File: src/rtl/nibble_deserializer.sv
// nibble_deserializer
// Reassembles consecutive 4-bit nibbles into a NIBBLES-nibble word, first
// nibble in the most significant position, and offers each completed word
// downstream on a valid/ready handshake.
//
// Optional feature macro: DESER_PARITY_EN (adds si_par / par_err and the
// per-nibble even-parity check).
//
// Ports:
//   clk        in   clock, rising edge
//   rst        in   asynchronous reset, active low
//   shn        in   shift enable; si sampled only when high
//   si         in   incoming nibble
//   sof        in   start of frame; discards the partial word
//   out_word   out  assembled word (W = 4*NIBBLES bits)
//   out_valid  out  out_word is held for downstream
//   out_ready  in   downstream accepts out_word
//   nib_cnt    out  nibbles collected toward the current word
//   ovf        out  sticky: a completed word was dropped
//   clr_err    in   synchronous clear of the sticky flags
//   si_par     in   even-parity bit for si      (DESER_PARITY_EN only)
//   par_err    out  sticky parity error flag    (DESER_PARITY_EN only)
module nibble_deserializer #(
  parameter int NIBBLES = 4
) (
  input  logic                   clk,
  input  logic                   rst,
  input  logic                   shn,
  input  logic [3:0]             si,
  input  logic                   sof,
  output logic [4*NIBBLES-1:0]   out_word,
  output logic                   out_valid,
  input  logic                   out_ready,
  output logic [2:0]             nib_cnt,
  output logic                   ovf,
  input  logic                   clr_err
`ifdef DESER_PARITY_EN
  ,
  input  logic                   si_par,
  output logic                   par_err
`endif
);

  localparam int W = 4 * NIBBLES;
  localparam logic [2:0] LAST = 3'(NIBBLES - 1);

  typedef enum logic {
    EMPTY   = 1'b0,
    PENDING = 1'b1
  } state_t;

  state_t         state_reg, state_next;
  // Only the first NIBBLES-1 nibbles need storage; the final nibble is taken
  // straight from si when the word completes.
  logic [W-5:0]   shreg_reg, shreg_next;
  logic [W-1:0]   word_reg, word_next;
  logic [2:0]     cnt_reg, cnt_next;
  logic           ovf_reg, ovf_next;
  logic           complete;
  logic           drop;
  logic [W-1:0]   full_word;

  // Collection datapath: shift register and nibble counter.
  always_comb begin
    shreg_next = shreg_reg;
    cnt_next   = cnt_reg;
    complete   = 1'b0;
    full_word  = {shreg_reg, si};
    if (shn) begin
      if (sof) begin
        // New frame: the sampled nibble is nibble 0 of a fresh word.
        shreg_next      = '0;
        shreg_next[3:0] = si;
        cnt_next        = 3'd1;
      end else if (cnt_reg == LAST) begin
        complete   = 1'b1;
        shreg_next = full_word[W-5:0];
        cnt_next   = 3'd0;
      end else begin
        shreg_next = full_word[W-5:0];
        cnt_next   = cnt_reg + 3'd1;
      end
    end else if (sof) begin
      shreg_next = '0;
      cnt_next   = 3'd0;
    end
  end

  // Output FSM: EMPTY / PENDING with single-entry holding register.
  always_comb begin
    state_next = state_reg;
    word_next  = word_reg;
    drop       = 1'b0;
    if (state_reg == EMPTY) begin
      if (complete) begin
        word_next  = full_word;
        state_next = PENDING;
      end
    end else begin
      if (complete) begin
        // Transfer and reload on the same edge keeps out_valid high.
        if (out_ready) word_next = full_word;
        else           drop      = 1'b1;
      end else if (out_ready) begin
        state_next = EMPTY;
      end
    end
    // A new error on the clearing edge wins.
    if (drop)         ovf_next = 1'b1;
    else if (clr_err) ovf_next = 1'b0;
    else              ovf_next = ovf_reg;
  end

  always_ff @(posedge clk or negedge rst) begin
    if (!rst) begin
      state_reg <= EMPTY;
      shreg_reg <= '0;
      word_reg  <= '0;
      cnt_reg   <= 3'd0;
      ovf_reg   <= 1'b0;
    end else begin
      state_reg <= state_next;
      shreg_reg <= shreg_next;
      word_reg  <= word_next;
      cnt_reg   <= cnt_next;
      ovf_reg   <= ovf_next;
    end
  end

  assign out_word  = word_reg;
  assign out_valid = (state_reg == PENDING);
  assign nib_cnt   = cnt_reg;
  assign ovf       = ovf_reg;

`ifdef DESER_PARITY_EN
  logic par_err_reg, par_err_next;

  // Parity is checked on every accepted nibble; the nibble is kept anyway.
  always_comb begin
    if (shn && (^{si, si_par})) par_err_next = 1'b1;
    else if (clr_err)           par_err_next = 1'b0;
    else                        par_err_next = par_err_reg;
  end

  always_ff @(posedge clk or negedge rst) begin
    if (!rst) par_err_reg <= 1'b0;
    else      par_err_reg <= par_err_next;
  end

  assign par_err = par_err_reg;
`endif

endmodule

File: config.mk
export PLATFORM = sky130hd
export DESIGN_NAME = nibble_deserializer
export DESIGN_NICKNAME = d
export VERILOG_FILES = /design/src/rtl/nibble_deserializer.sv
export SDC_FILE = /design/constraint.sdc
export NUM_CORES = 1
export LEC_CHECK = 0
export BUFFER_PORTS_ARGS = -buffer_cell sky130_fd_sc_hd__buf_2
export CAP_MARGIN = 20
export CORE_MARGIN = 3
export CORE_UTILIZATION = 52
export DETAILED_ROUTE_END_ITERATION = 6
export GPL_ROUTABILITY_DRIVEN = 0
export GPL_TIMING_DRIVEN = 0
export PLACE_DENSITY = 0.78
export SLEW_MARGIN = 20
export SYNTH_ARGS = -nofsm -noshare
export SYNTH_HDL_FRONTEND = slang
export SYNTH_SLANG_ARGS = --single-unit
export TNS_END_PERCENT = 50
File: constraint.sdc
create_clock -name clk -period 2 [get_ports clk]
set_input_delay 0.6 -clock clk [delete_from_list [all_inputs] [get_ports clk]]
set_output_delay 0.6 -clock clk [all_outputs]
set_load 0.05 [all_outputs]
-- Yosys cells after proc, flatten, opt, wreduce, memory -nomap -nowiden
Index checks and enable logic that the tools add are counted.
- flip-flop bits (word level): 33
- bits of input ports: 10
- output and inout bits: 21
- word-level logic and storage cells: 33
- $add $sub $neg: 1
- eq/ne operators: 2
- muxes and demuxes: 22
- reductions and logical operators: 3
- operators by type and width (cell ; count):
    16-bit 2-to-1 mux ; 4
    12-bit 2-to-1 mux ; 3
    3-bit 2-to-1 mux ; 4
    1-bit 2-to-1 mux ; 11
    2-bit nonzero test ; 2
    3-bit by 1-bit adder with 3-bit output (second input constant) ; 1
    3-bit by 2-bit == test with 1-bit output (second input constant) ; 1
    2-bit != test (second input constant) ; 1
    2-bit AND reduction ; 1

-- Depth between registers and ports, before layout
- word-level depth: 7
- gate-level depth with buffers: 5

-- Worst setup path after synthesis
Ideal clock, no wire load.
- kind: reg-to-reg
- from: reg cnt_reg[0] (netlist: nib_cnt[0])
- to: reg word_reg[10] (netlist: out_word[10])
- library setup time: 0.125 ns
- arrival: 1.705 ns
- data required time: 1.875 ns
- setup slack: 0.170 ns
- cell stages (with the launch flop): 6
- path buffers: 1
- path through: dfrtp_1 ha_1 nor2b_4 nand4b_4 buf_6 mux2_4
- longest elaborated chain between the ends: 5
- ends and longest elaborated chain (item ; line ; RTL):
    from (decl) ; 57 ; logic [2:0] cnt_reg, cnt_next;
    from (signal assigned) ; 125 ; cnt_reg <= cnt_next;
    3-bit by 2-bit == test with 1-bit output ; 75 ; end else if (cnt_reg == LAST) begin
    1-bit 2-to-1 mux ; 75 ;
    1-bit 2-to-1 mux ; 70 ; if (sof) begin
    1-bit 2-to-1 mux ; 69 ; if (shn) begin
    2-bit AND reduction (no line) ; - ;
    to (signal assigned) ; 124 ; word_reg <= word_next;
    to (decl) ; 56 ; logic [W-1:0] word_reg, word_next;
Every way passes these cells.
A chain may end at the register's enable or synchronous reset.

-- Worst setup path in the final report
- from: reg cnt_reg[0] (netlist: nib_cnt[0])
- to: reg word_reg[13] (netlist: out_word[13])
Same word-level chain as after synthesis.

==> flow_summary.json <==
{
  "whs_ns": 0.3178,
  "first_pass_iters": 2,
  "cts_made_buffers": 5,
  "nNetsFinal": 136,
  "worst-path-max-fanout": 10,
  "numPortBuffers": 29,
  "detailedPlace.worstSlack_ns": 0.2656,
  "insertedDiodeCount": 0,
  "post-cts-setup-buffers": 0,
  "grt_overflow": 0,
  "fin_crit_sh_pct": 82.44,
  "multi_input_area_sq_um": 483.0,
  "track_usage_pct": 17.77,
  "synth.largest_area_cell": "dfrtp_1",
  "antenna_left": 0,
  "grt.busiest_layer": "met2",
  "ctsHoldBuffers": 0,
  "use_met3_pct": 5.517,
  "hp-class": "in -> async",
  "yosys_warnings": 0,
  "clkTransAtPathRegs_ns": 0.10,
  "root_buffer": "clkbuf_4",
  "p_leak_nw": 0.8762,
  "syn_area_sq_um": 1344,
  "use_met2_pct": 28.38,
  "endpoint_kind": "register",
  "ys_top_cells_by_area": "dfrtp_1 61%, mux2_4 11%, mux2i_1 6.0%",
  "antenna_found_initial": 0,
  "wl_per_cell_um": 15.65,
  "worstMarginPinSlew_ns": 0.7071,
  "drt-total-wl_mm": 2.410,
  "grt_start_max_net_pins": 34,
  "ys_seq_area_share_pct": 61.45,
  "r2r_slack_ns": 0.35,
  "status": "finished, final reports clean",
  "regToRegStartpoint": "nib_cnt[0]",
  "start_util_pct": 57.43,
  "final_util_pct": 67.33,
  "ys_async_sr_fraction_pct": 100.0,
  "worstSetupPathType": "reg -> reg",
  "syn_avg_cell_area_sq_um": 15.10,
  "cp.required_ns": 2.22,
  "rows": 17,
  "slew_viol_final": 0,
  "grt_pass1_wl_mm": 4.284,
  "dieHeight_um": 56.84,
  "worstPathArrival_ns": 1.87,
  "clk_latency_ns": 0.32,
  "total_power_mw": 1.547,
  "post_drt_via_cell_ratio": 5.214,
  "route.detailed.drc": 0,
  "netlist_instances": 89,
  "ys_ff_latch": 33,
  "finalHoldViolCount": 0,
  "rsz0062_at_grt": "false",
  "core_area_sq_um": 2340,
  "first_global_vias": 880,
  "cts.repair.resized": 0,
  "nFillCells": 189,
  "areaGrowthSynthToFinish_pct": 17.23,
  "ios": 31,
  "cts.sinks": 33,
  "htreeDepth": 2,
  "fin_ws_ns": 0.3511,
  "synth_nets": 100,
  "critPathLaunchType": "register",
  "fin_crit_ns": 1.649,
  "synth-edff-count": 0,
  "timing.rr.end": "out_word[13]",
  "setup_viol": 0,
  "power.density_nw_per_um2": 982.3,
  "grt_use_met1_pct": 22.02,
  "largest_reg_flops": 16,
  "synth_top_flop_cell": "dfrtp_1",
  "cts_tree": "built",
  "fin_tns_setup_ns": 0,
  "slew-limit-headroom_pct": 52.86,
  "synth_top_area_share_pct": 61.45,
  "die_x_um": 56.84,
  "dieArea_sq_um": 3230,
  "synth_cell_type_count": 21,
  "max_cap_violations": 0,
  "peakVddDrop_mv": 0.8007,
  "vias": 803,
  "clock_skew_ns": 0.004465,
  "layout-drive-gt1-share_pct": 45.24,
  "r2r_cells": 5,
  "drtIter0Drc": 17,
  "cts_max_path_buffers": 2,
  "dp_hpwl_mm": 1.690,
  "seq_area_sq_um": 825.8,
  "fmax_mhz": 606.5
}
power by group:
part	switching, mW	internal (mW)
Combinational	0.298	0.124
Sequential	0.0401	0.738
Clock	0.213	0.134
Total	0.551	0.996
metrics by stage:
step	std cells	area (sq um)
3_3_place_gp	146	1524
5_1_grt	154	1575
6_report	154	1575
3_5_place_dp	146	1524
2_1_floorplan	89	1344
4_1_cts	154	1575
per-layer routing:
layer | routed length, um | vias up | share of wire [%]
li1 | - | 382 | -
met1 | 1065 | 397 | 44
met2 | 1193 | 19 | 50
met3 | 111 | 5 | 4.6
met4 | 40 | 0 | 1.7
met5 | 0 | - | 0
logic make-up (layout without fill, tap and decap cells):
logic type	after synthesis	count (layout)	synth area share, %
compound gates	9	9	5.214
fa+ha+maj	1	1	0.9309
buf+inv	6	43	2.607
flops	33	33	61.45
mux	24	24	22.16
simple gates	16	16	7.634
area by class of cell:
type | instances | share of cell area [%]
sequential | 33 | 52.42
multi-input combinational | 50 | 30.66
timing repair buffer | 29 | 9.214
clock buffer | 6 | 2.621
tap | 28 | 2.224
buffer | 4 | 1.747
clock inverter | 2 | 0.6354
inverter | 2 | 0.4766
cell usage after synthesis (2+ instances only):
master    instances
mux2_4           10
mux2_2            6
nor2_1            9
a22o_1            5
inv_1             2
nand2b_1          2
nand3b_1          2
mux2i_1           8
dfrtp_1          33
how the worst max path moves through the flow:
stage / from / to / slack (ns)
after global routing: nib_cnt[0] / out_word[8] / 0.23
final: nib_cnt[0] / out_word[13] / 0.35
after CTS: nib_cnt[0] / out_word[13] / 0.32
after global placement: out_ready / out_word[13] / 0.29
after floorplan: nib_cnt[0] / out_word[10] / 0.17
after detailed placement: out_ready / out_word[13] / 0.27
worst max-delay path: stages, from the launching register on:
cell      delay [ns]
dfrtp_1         0.40
ha_1            0.19
nor2b_4         0.21
nand4b_4        0.21
buf_6           0.22
mux2_4          0.31
cell usage in the layout, fill, tap and decap left out, types with 2 or more instances in the layout:
cell type,instances
mux2_2,6
nand3b_1,2
dfrtp_1,33
nor2_1,9
a22o_1,5
clkbuf_4,5
nand2b_1,2
clkinv_2,2
inv_1,2
clkbuf_1,2
mux2i_1,8
buf_2,30
mux2_4,10
No activity file was read; power rests on OpenSTA's default activity.
